### src/rtl/i2c_pkg.sv
// Shared types and helpers for the multi-channel I2C input conditioner.
package i2c_pkg;

  localparam int unsigned PRE_W_DEF = 14;
  localparam int unsigned TMR_W_DEF = 32;
  localparam int unsigned MAX_DEPTH = 15;

  // Per-channel conditioned line levels and bus events
  typedef struct packed {
    logic scl;
    logic sda;
    logic sta;
    logic rsta;
    logic sto;
    logic rise;
    logic fall;
    logic busy;
    logic tmo;
  } chan_status_t;

  // Majority vote over the lowest 'depth' taps
  function automatic logic majority(input logic [MAX_DEPTH-1:0] taps,
                                    input int unsigned depth);
    int unsigned ones;
    ones = 0;
    for (int unsigned i = 0; i < MAX_DEPTH; i++) begin
      if (i < depth && taps[i]) ones++;
    end
    return (ones > (depth / 2));
  endfunction

endpackage

### src/rtl/i2c_chan_filter.sv
// One I2C channel: synchroniser, majority filter, event detection,
// busy tracking, SCL-low timeout and SCL period gauge.
module i2c_chan_filter
  import i2c_pkg::*;
#(
  parameter int unsigned DEPTH = 3,
  parameter int unsigned TMR_W = TMR_W_DEF
) (
  input  logic               clk,
  input  logic               rst,
  input  logic               tick,
  input  logic               scl_pad,
  input  logic               sda_pad,
  input  logic               gauge_en,
  input  logic [TMR_W-1:0]   timeout_lim,
  output chan_status_t       status,
  output logic [TMR_W-1:0]   thigh,
  output logic [TMR_W-1:0]   tlow
);

  logic [1:0]       scl_sync, sda_sync;
  logic [DEPTH-1:0] scl_taps, sda_taps;
  logic             s_scl, s_sda, d_scl, d_sda;
  logic             busy_q;
  logic [TMR_W-1:0] tmo_cnt, gauge_cnt;
  logic             sta_c, sto_c, rise_c, fall_c, tmo_c, tmo_hold_c;

  // Synchronise pads, shift samples on tick, vote and delay one cycle
  always_ff @(posedge clk) begin
    if (rst) begin
      scl_sync <= '1;
      sda_sync <= '1;
      scl_taps <= '1;
      sda_taps <= '1;
      s_scl    <= 1'b1;
      s_sda    <= 1'b1;
      d_scl    <= 1'b1;
      d_sda    <= 1'b1;
    end else begin
      scl_sync <= {scl_sync[0], scl_pad};
      sda_sync <= {sda_sync[0], sda_pad};
      if (tick) begin
        scl_taps <= {scl_taps[DEPTH-2:0], scl_sync[1]};
        sda_taps <= {sda_taps[DEPTH-2:0], sda_sync[1]};
      end
      s_scl <= majority(MAX_DEPTH'(scl_taps), DEPTH);
      s_sda <= majority(MAX_DEPTH'(sda_taps), DEPTH);
      d_scl <= s_scl;
      d_sda <= s_sda;
    end
  end

  // Bus events decoded from current and previous filtered levels
  always_comb begin
    sta_c      = s_scl & d_scl & d_sda & ~s_sda;
    sto_c      = s_scl & d_scl & ~d_sda & s_sda;
    rise_c     = ~d_scl & s_scl;
    fall_c     = d_scl & ~s_scl;
    tmo_hold_c = (timeout_lim != '0) && (tmo_cnt == timeout_lim);
    tmo_c      = busy_q && tmo_hold_c;
  end

  // Busy: START sets, STOP or timeout clears, START has priority
  always_ff @(posedge clk) begin
    if (rst) begin
      busy_q <= 1'b0;
    end else if (sta_c) begin
      busy_q <= 1'b1;
    end else if (sto_c || tmo_c) begin
      busy_q <= 1'b0;
    end
  end

  // SCL-low timeout counter, holds at the limit so it fires once
  always_ff @(posedge clk) begin
    if (rst) begin
      tmo_cnt <= '0;
    end else if (!busy_q || s_scl) begin
      tmo_cnt <= '0;
    end else if (!tmo_hold_c && (tmo_cnt != '1)) begin
      tmo_cnt <= tmo_cnt + TMR_W'(1);
    end
  end

  // SCL high/low period gauge, frozen while disabled
  always_ff @(posedge clk) begin
    if (rst) begin
      gauge_cnt <= '0;
      thigh     <= '1;
      tlow      <= '1;
    end else if (gauge_en) begin
      if (rise_c) tlow  <= gauge_cnt;
      if (fall_c) thigh <= gauge_cnt;
      if (rise_c || fall_c) begin
        gauge_cnt <= '0;
      end else if (busy_q && (gauge_cnt != '1)) begin
        gauge_cnt <= gauge_cnt + TMR_W'(1);
      end
    end
  end

  // Pack channel status
  always_comb begin
    status      = '0;
    status.scl  = d_scl;
    status.sda  = d_sda;
    status.sta  = sta_c;
    status.rsta = sta_c & busy_q;
    status.sto  = sto_c;
    status.rise = rise_c;
    status.fall = fall_c;
    status.busy = busy_q;
    status.tmo  = tmo_c;
  end

endmodule

### src/rtl/i2c_bus_filter_mc.sv
// Multi-channel I2C input conditioner and bus monitor with a shared
// filter-sampling prescaler.
module i2c_bus_filter_mc
  import i2c_pkg::*;
#(
  parameter int unsigned CH    = 2,
  parameter int unsigned DEPTH = 3,
  parameter int unsigned PRE_W = PRE_W_DEF,
  parameter int unsigned TMR_W = TMR_W_DEF
) (
  input  logic                clk,
  input  logic                rst,
  input  logic [CH-1:0]       scl_pad_i,
  input  logic [CH-1:0]       sda_pad_i,
  input  logic [PRE_W-1:0]    prescale,
  input  logic                gauge_en,
  input  logic [TMR_W-1:0]    timeout_lim,
  output logic [CH-1:0]       scl_i,
  output logic [CH-1:0]       sda_i,
  output logic [CH-1:0]       sta_det,
  output logic [CH-1:0]       rsta_det,
  output logic [CH-1:0]       sto_det,
  output logic [CH-1:0]       scl_rise,
  output logic [CH-1:0]       scl_fall,
  output logic [CH-1:0]       busy,
  output logic [CH-1:0]       tmo,
  output logic [CH*TMR_W-1:0] thigh,
  output logic [CH*TMR_W-1:0] tlow
);

  logic [PRE_W-1:0] pre_cnt;
  logic             tick;
  chan_status_t     st [CH];

  assign tick = (pre_cnt == '0);

  // Shared prescaler; a new prescale value is picked up on reload
  always_ff @(posedge clk) begin
    if (rst) begin
      pre_cnt <= '0;
    end else if (tick) begin
      pre_cnt <= prescale;
    end else begin
      pre_cnt <= pre_cnt - PRE_W'(1);
    end
  end

  for (genvar c = 0; c < CH; c++) begin : g_chan
    i2c_chan_filter #(
      .DEPTH (DEPTH),
      .TMR_W (TMR_W)
    ) u_chan (
      .clk         (clk),
      .rst         (rst),
      .tick        (tick),
      .scl_pad     (scl_pad_i[c]),
      .sda_pad     (sda_pad_i[c]),
      .gauge_en    (gauge_en),
      .timeout_lim (timeout_lim),
      .status      (st[c]),
      .thigh       (thigh[c*TMR_W +: TMR_W]),
      .tlow        (tlow[c*TMR_W +: TMR_W])
    );

    assign scl_i[c]    = st[c].scl;
    assign sda_i[c]    = st[c].sda;
    assign sta_det[c]  = st[c].sta;
    assign rsta_det[c] = st[c].rsta;
    assign sto_det[c]  = st[c].sto;
    assign scl_rise[c] = st[c].rise;
    assign scl_fall[c] = st[c].fall;
    assign busy[c]     = st[c].busy;
    assign tmo[c]      = st[c].tmo;
  end

endmodule
### config.mk
export PLATFORM = sky130hd
export DESIGN_NAME = i2c_bus_filter_mc
export DESIGN_NICKNAME = d
export VERILOG_FILES = /design/src/rtl/i2c_pkg.sv /design/src/rtl/i2c_chan_filter.sv /design/src/rtl/i2c_bus_filter_mc.sv
export SDC_FILE = /design/constraint.sdc
export NUM_CORES = 1
export LEC_CHECK = 0
export CORE_UTILIZATION = 30
export CTS_BUF_LIST = sky130_fd_sc_hd__clkbuf_16
export CTS_CLUSTER_SIZE = 28
export DETAILED_ROUTE_END_ITERATION = 10
export PLACE_DENSITY_LB_ADDON = 0.15
export REMOVE_ABC_BUFFERS = 1
export SYNTH_ARGS = -nofsm -noshare
export SYNTH_HDL_FRONTEND = slang
export SYNTH_HIERARCHICAL = 1
export SYNTH_SLANG_ARGS = --single-unit
### constraint.sdc
create_clock -name clk -period 3.02 [get_ports clk]
set_clock_uncertainty 0.1 [all_clocks]
set_input_delay 0.302 -clock clk [delete_from_list [all_inputs] [get_ports clk]]
set_output_delay 0.302 -clock clk [all_outputs]
set_load 0.01 [all_outputs]
; ---- Word level (Yosys, flattened, before mapping)
; Cells that the tools add are included.
[word_totals]
register_bits = 300
[op_classes]
mux = 33
reduce_logical = 32
order_cmp = 4
n_addsub = 13
n_eq_ne = 6
bitwise = 24
[op_table]
columns = cell, n
row1 = two-way mux 32 bit, 24
row2 = "adder 32 x 1 -> 32 bit, second input constant", 12
row3 = "greater-than comparator 32 x 1 -> 1 bit, second input constant", 4
row4 = "!= test 32 bit, second input constant", 4
row5 = equality test 32 bit, 2
row6 = nonzero test 32 bit, 1
row7 = bitwise AND 1 bit, 16
row8 = logical NOT 14 bit, 1
row9 = two-way mux 14 bit, 1
row10 = "subtractor 14 x 1 -> 14 bit, second input constant", 1
row11 = AND reduction 2 bit, 6
row12 = logical AND 1 bit, 8
row13 = two-way mux 1 bit, 8
row14 = inverter 1 bit, 8
row15 = nonzero test 2 bit, 4
row16 = logical OR 1 bit, 6
row17 = logical NOT 1 bit, 4
row18 = OR reduction 2 bit, 2

; ---- Logic depth before layout (Yosys ltp)
; Gate-level depths: netlist of run 1.
[depth]
depth_word = 9
depth_mapped = 10
ltp_nobuf = 8

; ---- By module
; Netlist of run 1, hierarchy kept.
[by_module_without_submodules]
columns = mod, cells_each, instances, area_each_um2
row1 = i2c_chan_filter (g_chan[1].u_chan), 809, 1, 6701.4
row2 = i2c_chan_filter (g_chan[0].u_chan), 810, 1, 6655.1
row3 = i2c_bus_filter_mc, 82, 1, 721.9

; ---- Least setup slack after synthesis of run 1
; No wires, ideal clock.
[synth_path]
path_type = reg-to-reg
start = register pre_cnt[8]
end = register g_chan[0].u_chan.scl_taps[0]
arrival_ns = 2.079
required_ns = 2.782
slack_ns = 0.703
setup_time_ns = 0.138
stages_incl_launch_ff = 8
cell_sequence = dfxtp_1 or4_4 or3_4 or2_0 buf_6 inv_1 clkbuf_1 o211ai_1
[synth_between]
elab_chain_cells = 1
[synth_lines]
columns = element, line_no
row1 = start: declaration, i2c_bus_filter_mc.sv:31  ; logic [PRE_W-1:0] pre_cnt;
row2 = start signal: assignment, i2c_bus_filter_mc.sv:42  ; pre_cnt <= prescale;
row3 = start signal: assignment, i2c_bus_filter_mc.sv:44  ; pre_cnt <= pre_cnt - PRE_W'(1);
row4 = logical NOT 14 bit, i2c_bus_filter_mc.sv:35  ; assign tick = (pre_cnt == '0);
row5 = net tick, i2c_bus_filter_mc.sv:32  ; logic tick;
row6 = end signal: assignment, i2c_chan_filter.sv:43  ; scl_taps <= {scl_taps[DEPTH-2:0], scl_sync[1]};
row7 = end: declaration, i2c_chan_filter.sv:22  ; logic [DEPTH-1:0] scl_taps, sda_taps;
; The timed path passes the listed nets, and every way through them passes these cells.
; A chain may end at the register's enable or synchronous reset.

; ---- Worst setup path in the final report of run 1
[layout_path]
start = register g_chan[1].u_chan.tmo_cnt[18]
end = output tmo[1]
[layout_between]
elab_chain_cells = 3
[layout_lines]
columns = element, line_no
row1 = start: declaration, i2c_chan_filter.sv:25  ; logic [TMR_W-1:0] tmo_cnt, gauge_cnt;
row2 = start signal: assignment, i2c_chan_filter.sv:81  ; tmo_cnt <= tmo_cnt + TMR_W'(1);
row3 = equality test 32 bit, i2c_chan_filter.sv:59  ; tmo_hold_c = (timeout_lim != '0) && (tmo_cnt == timeout_lim);
row4 = logical AND 1 bit, i2c_chan_filter.sv:59
row5 = logical AND 1 bit, i2c_chan_filter.sv:60  ; tmo_c = busy_q && tmo_hold_c;
row6 = end: declaration, i2c_bus_filter_mc.sv:26  ; output logic [CH-1:0] tmo,
; No other way between the ends.

==> impl_metrics.py, run 1 <==
metrics = {
    "grt": {
        "grt_max_degree": 73,
        "grt_first_pass_wirelength_microns": 68600,
        "grt_util_all_layers": 0.179,
        "antenna_found_initial": 2,
        "overflow": 0,
        "grt_pass1_vias": 12400,
    },
    "placed_design": {
        "dpl.hpwl_microns": 30700,
        "pre_cts_slack_ps": -303,
        "port_buffers": 198,
        "gp_congestion": 0.866,
    },
    "routing": {
        "routed_via_density": 5.14,
        "vias": 13100,
        "drt_iter0_markers": 715,
        "drc": 0,
        "firstDrtPassIters": 5,
        "wl_microns": 43200,
        "wl_per_cell_microns": 17.0,
        "ant_nets": 0,
    },
    "floorplanning": {
        "dieArea_sq_um": 47800,
        "die_w_microns": 219,
        "floorplan.initialDensity": 0.303,
        "dieHeight_microns": 219,
        "num_io_pins": 199,
        "core_sq_um": 46500,
        "row_count": 79,
    },
    "cts": {
        "cts_buffer_depth": 3,
        "numCtsBuffers": 36,
        "htreeDepth": 2,
        "cts_root_buffer": "clkbuf_16",
        "clkTransAtPathRegs_ps": 60,
        "clock-sinks": 300,
        "clk-insertion-delay-late_ps": 540,
        "cts_tree": "done",
    },
    "setup_path": {
        "r2r_start": "g_chan[1].u_chan/tmo_cnt[0]",
        "arrival_ps": 2500,
        "critPathSlowestCell": "or3_4",
        "r2r_end": "g_chan[1].u_chan/tmo_cnt[26]",
        "critPathRequiredTime_ps": 2620,
        "crit_start": "g_chan[1].u_chan/tmo_cnt[18]",
        "cp-start-kind": "flip-flop",
        "critPathCaptureType": "output port",
        "critical_path.endpoint": "tmo[1]",
        "crit_chain": "xor2_1 > nor4_2 > buf_4 > nand4_1 > or3_4 > nor2_4 > clkbuf_2",
        "crit_fanout": 2,
        "reg2reg_depth": 7,
        "crit_type": "flip-flop to output port",
        "cp_slowest_stage_delay_ps": 460,
        "r2r_slack_ps": 330,
    },
    "yosys": {
        "synth_area_sq_um": 14100,
        "ys_ff_latch": 300,
        "synthArstFlopShare": 0,
        "synth.distinct_cells": 71,
        "synthCells": 1701,
        "synth_edf_count": 0,
        "yosys_warnings": 6,
        "ys_top_cells_by_area": "dfxtp_1 43%, nand3_1 11%, xor2_1 5.5%",
        "synth_top_area_frac": 0.427,
        "yosysTopAreaCell": "dfxtp_1",
        "seq_area_frac_synth": 0.427,
        "syn_avg_cell_area_sq_um": 8.28,
        "synth_flop_cell": "dfxtp_1",
    },
    "pwr": {
        "leakage_nw": 7.25,
        "power_w": 0.0112,
        "p_per_area_nw_per_um2": 613,
        "ir_drop_v": 0.000482,
    },
    "sta": {
        "setup_viol": 0,
        "fmax_mhz": 344,
        "fin_ws_ps": 117,
        "fin_crit_sh": 0.961,
        "slew-limit-headroom": 0.481,
        "hold_viol": 0,
        "final_max_slew_viol_count": 0,
        "rsz0062_at_grt": "false",
        "worstMarginPinSlew_ps": 778,
        "finalCriticalPeriod_ps": 2900,
    },
    "final_layout": {
        "antenna_cells": 0,
        "syn_to_final_growth_pct": 29.9,
        "fin_nets": 1988,
        "drive_gt1_frac": 0.111,
    },
    "min_path": {
        "worstHoldPathType": "input port to flip-flop",
        "worstHoldStart": "gauge_en",
    },
    "run": {
        "maxCapViolCount": 0,
    },
    "run_status": {
        "status": "complete, no violations",
    },
}
==> state kept, by name, summed over array words and instances (netlist names) <==
register,flops
g_chan.u_chan/gauge_cnt,64
g_chan.u_chan/thigh,64
g_chan.u_chan/tlow,64
g_chan.u_chan/tmo_cnt,64
pre_cnt,14
g_chan.u_chan/scl_taps,6
g_chan.u_chan/sda_taps,6
g_chan.u_chan/scl_sync,4
g_chan.u_chan/sda_sync,4
g_chan.u_chan/busy_q,2
g_chan.u_chan/d_scl,2
g_chan.u_chan/d_sda,2
g_chan.u_chan/s_scl,2
g_chan.u_chan/s_sda,2
==> critical path, delay by kind of cell (launching register included) <==
| family | cells | cell delay, ps |
|---|---|---|
| xor+xnor | 1 | 200 |
| buf+inv | 2 | 320 |
| flops | 1 | 370 |
| simple gates | 4 | 1070 |
==> layer usage <==
| layer | vias up | GRT usage | wire, microns |
|---|---|---|---|
| met1 | 6182 | 0.244 | 20500 |
| li1 | 6553 | - | - |
| met3 | 69 | 0.0352 | 2250 |
| met2 | 303 | 0.279 | 19500 |
| met5 | - | 0 | 19 |
| met4 | 4 | 0.0629 | 1050 |
==> power breakdown <==
part / switching [W] / internal [W] / leakage [nW] / total (W)
Clock: 0.00175 / 0.00259 / 0.600 / 0.00434
Sequential: 0.000247 / 0.00430 / 2.43 / 0.00455
Combinational: 0.00128 / 0.00103 / 4.22 / 0.00231
==> how the worst min path moves through the flow <==
stage,end,slack (ps),depth (start not counted)
after CTS,g_chan[0].u_chan/gauge_cnt[2],50,3
after global placement,g_chan[1].u_chan/scl_sync[1],300,1
final,g_chan[0].u_chan/gauge_cnt[2],90,3
after detailed placement,g_chan[0].u_chan/scl_sync[1],300,1
after global routing,g_chan[0].u_chan/gauge_cnt[2],80,3
after floorplan,g_chan[0].u_chan/busy_q,270,1
==> layout by cell type, fill, tap and decap left out, drive strengths merged, types with 7 or more instances in the layout <==
cell type and count:
o211ai 31, or3 43, or2 14, o21ai 50
a211oi 9, o31ai 37, nand2 200, dfxtp 300
xnor2 25, nand4 42, or4 37, ha 19
clkbuf 37, xor2 88, nor4 39, nor3 25
and2 12, and3 17, o2111ai 9, clkdlybuf4s50 195
and4 20, nand3 296, inv 48, buf 110
a21oi 95, nor2 74, clkinv 14, o21a 7
==> cells in the mapped netlist, types with 5 or more instances <==
cell type	count
nand4_1	39
o21ai_0	40
and4_1	19
a31o_2	5
a21oi_1	88
inv_1	38
nor3_1	24
a31oi_1	5
xor2_1	88
o2111ai_1	9
a21oi_2	7
nand2_1	200
nand3_1	296
buf_4	19
nor4_1	38
o211ai_1	31
or2_2	13
o31ai_1	35
buf_2	15
or3_1	41
nand3b_1	5
nor2_1	74
clkbuf_1	75
buf_1	15
ha_1	19
and3_1	16
o21a_1	7
xnor2_1	25
and2_1	12
a211oi_1	8
or4_1	36
o21ai_1	8
dfxtp_1	300
==> stage by stage <==
stage                util  cells  TNS [ps]  hold slack (ps)  cell area [sq um]
finish              0.394   2549         0             92.0              18300
global placement    0.368   2483      -342              303              17100
CTS                 0.393   2548         0             54.8              18300
detailed placement  0.368   2483      -361              300              17100
floorplan               -   1571     -7720              271              13400
global route        0.394   2549         0             81.2              18300
==> cell families after synthesis <==
kind of cell,synth area share
AO/OA/AOI/OAI,0.119
XOR/XNOR,0.0703
adder cells (fa/ha/maj),0.0169
buffers and inverters,0.0554
flip-flops,0.427
multiplexers,0.00142
AND/OR/NAND/NOR,0.311
==> what timing repair did <==
action | in CTS | in global routing
endpoints found under the setup margin | 2 | 1
hold buffers | 0 | 0
pin swaps | 3 | 3
hold endpoints to repair | 0 | 0
setup buffers | 1 | 1
resized for setup | 11 | 4
==> final cells by class <==
type / instances / area, sq um
fill: 4743 / 28200
multi-input combinational: 1232 / 7340
sequential: 300 / 6010
tap: 607 / 759
clock inverter: 28 / 260
timing repair buffer: 307 / 2870
clock buffer: 36 / 901
inverter: 39 / 146
No activity file was read; power rests on OpenSTA's default activity.
==> run 2, diff against run 1 <==
--- a/config.mk
+++ b/config.mk
@@ -5,7 +5,7 @@
 export SDC_FILE = /design/constraint.sdc
 export NUM_CORES = 1
 export LEC_CHECK = 0
-export CORE_UTILIZATION = 30
+export CORE_UTILIZATION = 55
 export CTS_BUF_LIST = sky130_fd_sc_hd__clkbuf_16
 export CTS_CLUSTER_SIZE = 28
 export DETAILED_ROUTE_END_ITERATION = 10
==> run 2 against run 1 <==
Worst hold slack improved by 58 ps; non-clock buffer count fell by 9; global-route usage rose by 12 points; die area fell by 45%; setup slack improved by 29 ps; core utilization rose by 31 points; critical path type unchanged; largest power group unchanged.
==> impl_metrics.py, run 2 (synthesis results as in run 1) <==
metrics = {
    "run_status": {
        "status": "complete, no violations",
    },
    "cts": {
        "cts_tree": "done",
        "clk-insertion-delay-late_ps": 580,
        "clkTransAtPathRegs_ps": 60,
        "clock-sinks": 300,
        "numCtsBuffers": 30,
        "hold_buffers": 0,
        "cts_root_buffer": "clkbuf_16",
        "htreeDepth": 1,
        "post_cts_buffers": 0,
        "cts_buffer_depth": 3,
    },
    "sta": {
        "finalSetupTns_ps": 0,
        "worstMarginPinSlew_ps": 736,
        "hold_slack_ps": 150,
        "slew-limit-headroom": 0.509,
        "setup_viol": 0,
        "finalCriticalPeriod_ps": 2870,
        "rsz0062_at_grt": "false",
        "hold_viol": 0,
        "fmax_mhz": 348,
        "fin_crit_sh": 0.952,
        "final_max_slew_viol_count": 0,
    },
    "min_path": {
        "worstHoldPathType": "input port to flip-flop",
    },
    "pwr": {
        "leakage_nw": 7.11,
        "ir_drop_v": 0.000588,
        "p_per_area_nw_per_um2": 597,
    },
    "floorplanning": {
        "dieHeight_microns": 162,
        "dieArea_sq_um": 26200,
        "floorplan.initialDensity": 0.561,
        "row_count": 58,
        "core_sq_um": 25100,
        "num_io_pins": 199,
        "die_w_microns": 162,
    },
    "grt": {
        "grt_max_degree": 73,
        "grt_first_pass_wirelength_microns": 63700,
        "grt_util_all_layers": 0.298,
        "antenna_found_initial": 0,
        "overflow": 0,
        "grt_pass1_vias": 12500,
    },
    "routing": {
        "wl_microns": 39500,
        "drc": 0,
        "wl_per_cell_microns": 17.5,
        "routed_via_density": 5.94,
        "drt_iter0_markers": 1143,
        "vias": 13400,
        "ant_nets": 0,
        "firstDrtPassIters": 5,
    },
    "setup_path": {
        "critPathCaptureType": "output port",
        "arrival_ps": 2470,
        "cp-start-kind": "flip-flop",
        "crit_type": "flip-flop to output port",
        "crit_fanout": 2,
        "critPathRequiredTime_ps": 2620,
    },
    "final_layout": {
        "syn_to_final_growth_pct": 25.8,
        "fin_nets": 1973,
        "layout_common_cells": "296 x nand3_1, 290 x dfxtp_1, 200 x nand2_1",
        "drive_gt1_frac": 0.106,
        "layout_commonest_cell": "nand3_1",
        "fin_cells": 2254,
        "antenna_cells": 0,
        "stdcell_area_sq_um": 17700,
    },
    "run": {
        "maxCapViolCount": 0,
    },
    "placed_design": {
        "gp_congestion": 0.876,
        "dpl.hpwl_microns": 27700,
        "port_buffers": 198,
        "dp_cells": 2199,
        "dpl_cell_area_sq_um": 16700,
    },
}
## run 2: layout make-up
type | count | area, sq um
clock buffer | 30 | 751
clock inverter | 25 | 238
fill | 2030 | 7390
inverter | 39 | 146
multi-input combinational | 1232 | 7350
sequential | 300 | 6020
tap | 330 | 413
timing repair buffer | 298 | 2800
## run 2: report_power, final
part / internal [W] / switching, W
registers: 0.00430 / 0.000247
clock network: 0.00215 / 0.00160
logic: 0.00100 / 0.00127
## run 2: worst max-delay path, cell delays in order, from the launching register on
cell and delay [ps]:
dfxtp_1 360, xor2_1 180, nor4_1 300, buf_4 170
nand4_1 170, nor3_4 290, and2_1 160, dlygate4sd2_1 260
## run 2: repair_timing
item                       in CTS  in global routing
setup endpoints to repair       2                  2
gates resized for setup        14                  7
pin swaps                       5                  1
## run 2: through the flow
stage                     utilization  setup slack [ps]  total power, W
after detailed placement        0.664              -177         0.00687
after floorplan                     -              -255         0.00584
after global routing            0.706              3.42          0.0111
after CTS                       0.705              17.3          0.0106
final                           0.706               146          0.0106
after global placement          0.664              -185         0.00681
## run 2: layer usage
metal	track usage	vias to the layer above	wire length, microns
met5	0	-	0
met4	0.0798	0	790
met3	0.0457	62	2550
met2	0.498	448	18500
met1	0.399	6370	17600
li1	-	6518	-
## run 2: worst paths after layout
check	depth (start not counted)	slack (ps)	to	from
max	7	150	tmo[0]	g_chan[0].u_chan/tmo_cnt[0]
min	3	150	g_chan[0].u_chan/gauge_cnt[2]	gauge_en
max reg2reg	10	430	g_chan[0].u_chan/tmo_cnt[0]	g_chan[0].u_chan/tmo_cnt[0]
min reg2reg	1	330	g_chan[1].u_chan/sda_sync[1]	g_chan[1].u_chan/sda_sync[0]
